## src/rtl/alu_scheduler.sv

```systemverilog
// alu_scheduler: two-requester front end for one shared ALU (IDLE/EXEC/RESP).
// Define ALU_SCHED_ROUND_ROBIN_EN for round-robin arbitration; default is fixed priority.
package alu_pkg;
  typedef enum logic [2:0] {
    ALU_ADD = 3'd0,
    ALU_SUB = 3'd1,
    ALU_AND = 3'd2,
    ALU_OR  = 3'd3,
    ALU_XOR = 3'd4
  } alu_func_e;
endpackage

module alu_scheduler
  import alu_pkg::*;
#(
  parameter int DATA_W = 8
) (
  input  logic              clk,
  input  logic              rst,
  input  logic              req0_valid,
  output logic              req0_ready,
  input  logic [2:0]        req0_func,
  input  logic [DATA_W-1:0] req0_a,
  input  logic [DATA_W-1:0] req0_b,
  input  logic              req1_valid,
  output logic              req1_ready,
  input  logic [2:0]        req1_func,
  input  logic [DATA_W-1:0] req1_a,
  input  logic [DATA_W-1:0] req1_b,
  output logic              rsp_valid,
  input  logic              rsp_ready,
  output logic              rsp_id,
  output logic [DATA_W-1:0] rsp_result,
  output logic              rsp_zero,
  output logic              rsp_positive,
  output logic              rsp_carry,
  output logic              rsp_overflow,
  output logic              rsp_error,
  output logic [DATA_W-1:0] alu_operand_a,
  output logic [DATA_W-1:0] alu_operand_b,
  output logic [2:0]        alu_func,
  output logic              alu_output_enable,
  input  logic [DATA_W-1:0] alu_result,
  input  logic              alu_zero,
  input  logic              alu_positive,
  input  logic              alu_carry,
  input  logic              alu_overflow
);

  localparam logic [1:0] S_IDLE = 2'd0;
  localparam logic [1:0] S_EXEC = 2'd1;
  localparam logic [1:0] S_RESP = 2'd2;

  logic [1:0]        state_q, state_d;
  logic [2:0]        func_q;
  logic [DATA_W-1:0] a_q, b_q;
  logic              id_q;
  logic              idle, exec;
  logic              gnt1, hs;
  logic              func_ok, addsub;

  logic              rsp_id_q;
  logic [DATA_W-1:0] res_q;
  logic              zero_q, pos_q;
  logic              carry_q, ovf_q, err_q;

  assign idle = (state_q == S_IDLE) && !rst;
  assign exec = (state_q == S_EXEC);

`ifdef ALU_SCHED_ROUND_ROBIN_EN
  logic last_q;

  // Tie goes to the requester that did not win last time.
  assign gnt1 = req1_valid & (!req0_valid | !last_q);

  // Remember who won the most recent handshake.
  always_ff @(posedge clk) begin
    if (rst)     last_q <= 1'b1;
    else if (hs) last_q <= gnt1;
  end
`else
  assign gnt1 = req1_valid & !req0_valid;
`endif

  assign req0_ready = idle & req0_valid & !gnt1;
  assign req1_ready = idle & gnt1;
  assign hs = (req0_valid & req0_ready)
            | (req1_valid & req1_ready);

  assign func_ok = func_q inside
    {ALU_ADD, ALU_SUB, ALU_AND, ALU_OR, ALU_XOR};
  assign addsub = (func_q == ALU_ADD)
               || (func_q == ALU_SUB);

  // Next-state: one EXEC cycle, RESP held until consumed.
  always_comb begin
    state_d = state_q;
    unique case (state_q)
      S_IDLE:  if (hs) state_d = S_EXEC;
      S_EXEC:  state_d = S_RESP;
      S_RESP:  if (rsp_ready) state_d = S_IDLE;
      default: state_d = S_IDLE;
    endcase
  end

  // State register; reset aborts any in-flight op.
  always_ff @(posedge clk) begin
    if (rst) state_q <= S_IDLE;
    else     state_q <= state_d;
  end

  // Latch the granted request's payload at handshake.
  always_ff @(posedge clk) begin
    if (rst) begin
      func_q <= '0;
      a_q    <= '0;
      b_q    <= '0;
      id_q   <= 1'b0;
    end else if (hs) begin
      func_q <= gnt1 ? req1_func : req0_func;
      a_q    <= gnt1 ? req1_a : req0_a;
      b_q    <= gnt1 ? req1_b : req0_b;
      id_q   <= gnt1;
    end
  end

  // Capture ALU outputs at the end of EXEC; mask X-prone flags.
  always_ff @(posedge clk) begin
    if (rst) begin
      rsp_id_q <= 1'b0;
      res_q    <= '0;
      zero_q   <= 1'b0;
      pos_q    <= 1'b0;
      carry_q  <= 1'b0;
      ovf_q    <= 1'b0;
      err_q    <= 1'b0;
    end else if (exec) begin
      rsp_id_q <= id_q;
      if (func_ok) begin
        res_q   <= alu_result;
        zero_q  <= alu_zero;
        pos_q   <= alu_positive;
        carry_q <= addsub & alu_carry;
        ovf_q   <= addsub & alu_overflow;
        err_q   <= 1'b0;
      end else begin
        res_q   <= '0;
        zero_q  <= 1'b0;
        pos_q   <= 1'b0;
        carry_q <= 1'b0;
        ovf_q   <= 1'b0;
        err_q   <= 1'b1;
      end
    end
  end

  assign alu_operand_a     = exec ? a_q : '0;
  assign alu_operand_b     = exec ? b_q : '0;
  assign alu_func          = exec ? func_q : 3'd0;
  assign alu_output_enable = exec & func_ok;

  assign rsp_valid    = (state_q == S_RESP);
  assign rsp_id       = rsp_id_q;
  assign rsp_result   = res_q;
  assign rsp_zero     = zero_q;
  assign rsp_positive = pos_q;
  assign rsp_carry    = carry_q;
  assign rsp_overflow = ovf_q;
  assign rsp_error    = err_q;

endmodule

```

## config.mk

```make
export PLATFORM = sky130hd
export DESIGN_NAME = alu_scheduler
export DESIGN_NICKNAME = d
export VERILOG_FILES = /design/src/rtl/alu_scheduler.sv
export SDC_FILE = /design/constraint.sdc
export NUM_CORES = 1
export LEC_CHECK = 0
export ABC_CLOCK_PERIOD_IN_PS = 1400
export CAP_MARGIN = 30
export CORE_MARGIN = 1.5
export CORE_UTILIZATION = 36
export CTS_BUF_LIST = sky130_fd_sc_hd__clkbuf_2
export DETAILED_ROUTE_END_ITERATION = 6
export PLACE_DENSITY = 0.82
export SYNTH_ARGS = -nofsm -noshare
export SYNTH_HDL_FRONTEND = slang
export SYNTH_SLANG_ARGS = --single-unit
```

## constraint.sdc

```tcl
create_clock -name clk -period 1.4 [get_ports clk]
set_clock_uncertainty 0.05 [all_clocks]
set_input_delay 0.21 -clock clk [delete_from_list [all_inputs] [get_ports clk]]
set_output_delay 0.21 -clock clk [all_outputs]
set_load 0.02 [all_outputs]
```

==> results.sh <==
export IMPL_total_power_uw=2280
export IMPL_combPwrFrac_pct=29.8
export IMPL_fp_row_count=23
export IMPL_syn_area_sq_um=1520
export IMPL_core_sq_um=4030
export IMPL_p_leak_uw=0.00122
export IMPL_crit_path_start_kind="flip-flop"
export IMPL_holdPathEnd="rsp_carry"
export IMPL_dp_slack_ps=-543
export IMPL_insertion_delay_ps=360
export IMPL_min_delay_start="alu_carry"
export IMPL_ys_seq_elements=36
export IMPL_cts_root_buf="clkbuf_2"
export IMPL_numCtsBuffers=5
export IMPL_rsz0062_at_grt="yes"
export IMPL_overflow=0
export IMPL_grt_max_degree=21
export IMPL_cts_tree="done"
export IMPL_worst_pin_slew_ps=318
export IMPL_status="finished, violations left"
export IMPL_power_density_nw_per_um2=853
export IMPL_period_minus_slack_ps=1670
export IMPL_via_per_inst=4.86
export IMPL_dp_cells=293
export IMPL_first_pass_iters=3
export IMPL_fp_dieH_microns=68.1
export IMPL_slew_headroom_pct=78.8
export IMPL_min_path_cells=3
export IMPL_ys_seq_area_share_pct=47.3
export IMPL_grt_pass1_wl_microns=6470
export IMPL_crit_path_end_kind="output pin"
export IMPL_routed_wl_microns=4100
export IMPL_r2r_start="state_q[1]"
export IMPL_critical_path_arrival_ps=1410
export IMPL_clkPwrFrac_pct=19.5
export IMPL_utilization_pct=66.5
export IMPL_max_cap_viol_count=0
export IMPL_grt_use_total_pct=18.5
export IMPL_fin_hold_ws_ps=358
export IMPL_slew_viol_final=0
export IMPL_cts_num_sinks=36
export IMPL_critPathKind="reg -> out"
export IMPL_synthCells=145
export IMPL_die_w_microns=68.1
export IMPL_intPower_uw=1640
export IMPL_route_met2_wl_microns=2040
export IMPL_die_area_sq_um=4630
export IMPL_vias=1487
export IMPL_violations="negative setup slack"
export IMPL_clk_pin_slew_ps=160
export IMPL_nNetsFinal=310
export IMPL_worst_path_max_delay_cell="dfxtp_2"
export IMPL_wl_met1_microns=1640
export IMPL_route_detailed_drc=0
export IMPL_place_hpwl_microns=2980
export IMPL_r2r_end="rsp_result[2]"
export IMPL_io_buffers=91
export IMPL_pin_count=92
export IMPL_synth_warnings=0
export IMPL_seq_power_share_pct=50.7
export IMPL_drt_iter0_markers=27
export IMPL_routedWlPerCell_microns=13.4
export IMPL_max_stage_delay_ps=360
export IMPL_routabilityCongestion=0.722
export IMPL_setup_viol=32
export IMPL_yosys_most_used_dff="dfxtp_1"
export IMPL_synth_distinct_cells=23
export IMPL_cp_buffers_inverters=2
export IMPL_cp_max_fo=11
export IMPL_highest_layer="met4"
export IMPL_reg2reg_slack_ps=-110
export IMPL_clockBufferDepth=2
export IMPL_hp_class="in -> reg"
export IMPL_clock_fmax_ghz=0.598
export IMPL_crit_family="simple AND/OR/NAND/NOR gates"
export IMPL_drive_above_1_share_pct=25.4
export IMPL_ir_worst_vdd_uv=561
export IMPL_ant_nets=0
export IMPL_async_flop_share_pct=0
export IMPL_r2r_worst_path_cells=7
export IMPL_syn_area_per_cell_sq_um=10.5
export IMPL_fin_cells=306
export IMPL_syn_nets=200
export IMPL_finalHoldViolations=0
export IMPL_area_growth_pct=75.8
export IMPL_p_switching_uw=647
export IMPL_antenna_found_initial=0
export IMPL_grt_pass1_vias=1512
export IMPL_cp_cell_sequence="and2b_2, buf_6, and2_1, buf_2"
export IMPL_cp_data_required_time_ps=1140
export IMPL_initial_utilization_pct=37.8
export IMPL_switching_share_pct=28.3
export IMPL_post_route_period_util_pct=119
export IMPL_route_met3_wl_microns=364
export IMPL_fin_ws_ps=-271
export IMPL_synth_edf_count=0
export IMPL_cts_htree_levels=2
export IMPL_antenna_diode_count=0
[cell usage after synthesis, types with 2 or more instances]
cell / count / area, sq um
nand3_1: 2 / 10.0
buf_2: 6 / 30.0
clkbuf_1: 2 / 7.51
a21oi_1: 6 / 30.0
a22o_1: 10 / 87.6
nor2_1: 3 / 11.3
nand2_1: 7 / 26.3
o2bb2ai_1: 19 / 166
and2_1: 20 / 125
nor2b_1: 2 / 12.5
nand2b_1: 3 / 18.8
mux2i_1: 19 / 190
dfxtp_1: 36 / 721
[power by group through the flow]
| stage | combinational, uW | sequential, uW | clock (uW) |
|---|---|---|---|
| finish | 681 | 1160 | 445 |
| global placement | 644 | 1180 | 0 |
| global route | 732 | 1170 | 508 |
| detailed placement | 654 | 1180 | 0 |
| floorplan | 259 | 1200 | 0 |
| CTS | 661 | 1160 | 464 |
[flip-flops by register name, summed over array words and instances, names as in the netlist]
| signal | flops |
|---|---|
| rsp_error | 1 |
| rsp_overflow | 1 |
| rsp_zero | 1 |
| b_q | 8 |
| id_q | 1 |
| state_q | 2 |
| rsp_id | 1 |
| rsp_positive | 1 |
| a_q | 8 |
| rsp_result | 8 |
| func_q | 3 |
| rsp_carry | 1 |
[logic make-up after synthesis]
group           count (synthesis)  share of synthesized area, %
simple gates                   42                          16.1
compound gates                 38                          20.7
flops                          36                          47.3
mux                            19                          12.5
buf+inv                        10                          3.45
[tightest hold or removal path: cells and delay by family]
family	cells	cell delay [ps]
AO/OA/AOI/OAI	1	60
buffers and inverters	1	400
AND/OR/NAND/NOR	1	70
[per-stage QoR]
step	cell area [sq um]	TNS (ps)
6_report	2680	-5900
5_1_grt	2680	-8220
4_1_cts	2600	-6360
3_5_place_dp	2590	-13660
3_3_place_gp	2590	-12320
2_1_floorplan	1520	0
[cell type report]
type / count / area [sq um]
Fill cell: 342 / 1350
Timing Repair Buffer: 112 / 1060
Multi-Input combinational cell: 99 / 795
Sequential cell: 36 / 723
Tap cell: 50 / 62.6
Clock buffer: 7 / 35.0
Clock inverter: 1 / 3.75
Inverter: 1 / 3.75
[cells in the final DEF (no fill, tap or decap), drive strengths merged, types with 2 or more instances in the layout]
cell type / count
a21oi: 7
nand2: 7
mux2i: 19
dfxtp: 36
dlygate4sd2: 6
a22o: 10
nor2b: 2
nand3: 2
clkbuf: 7
clkdlybuf4s50: 54
buf: 44
and2: 20
nor2: 4
o2bb2ai: 19
clkdlybuf4s15: 8
nand2b: 3
nor3: 2
[how the worst max path moves through the flow]
stage / startpoint / to / slack, ps / depth (start not counted)
floorplan: state_q[1] / alu_operand_a[5] / 80 / 3
global placement: rst / req1_ready / -540 / 4
detailed placement: rst / req1_ready / -540 / 4
CTS: state_q[1] / alu_operand_b[0] / -280 / 4
global route: state_q[1] / alu_operand_a[4] / -340 / 4
finish: state_q[1] / alu_operand_b[0] / -270 / 4
[routing by layer]
layer / GRT usage (%) / up-vias
met5: 0 / -
met3: 5.76 / 7
li1: - / 745
met2: 33.9 / 60
met4: 6.75 / 0
met1: 19.7 / 675
[what timing repair did]
item | 4_1_cts | 5_1_grt
hold buffers | 0 | 0
setup endpoints to repair | 47 | 41
pin swaps | 2 | 1
setup buffers | 3 | 1
hold endpoints to repair | 0 | 0
gates cloned | 0 | 1
resized for setup | 127 | 25
Note: power is estimated with default switching activity, not from simulation.
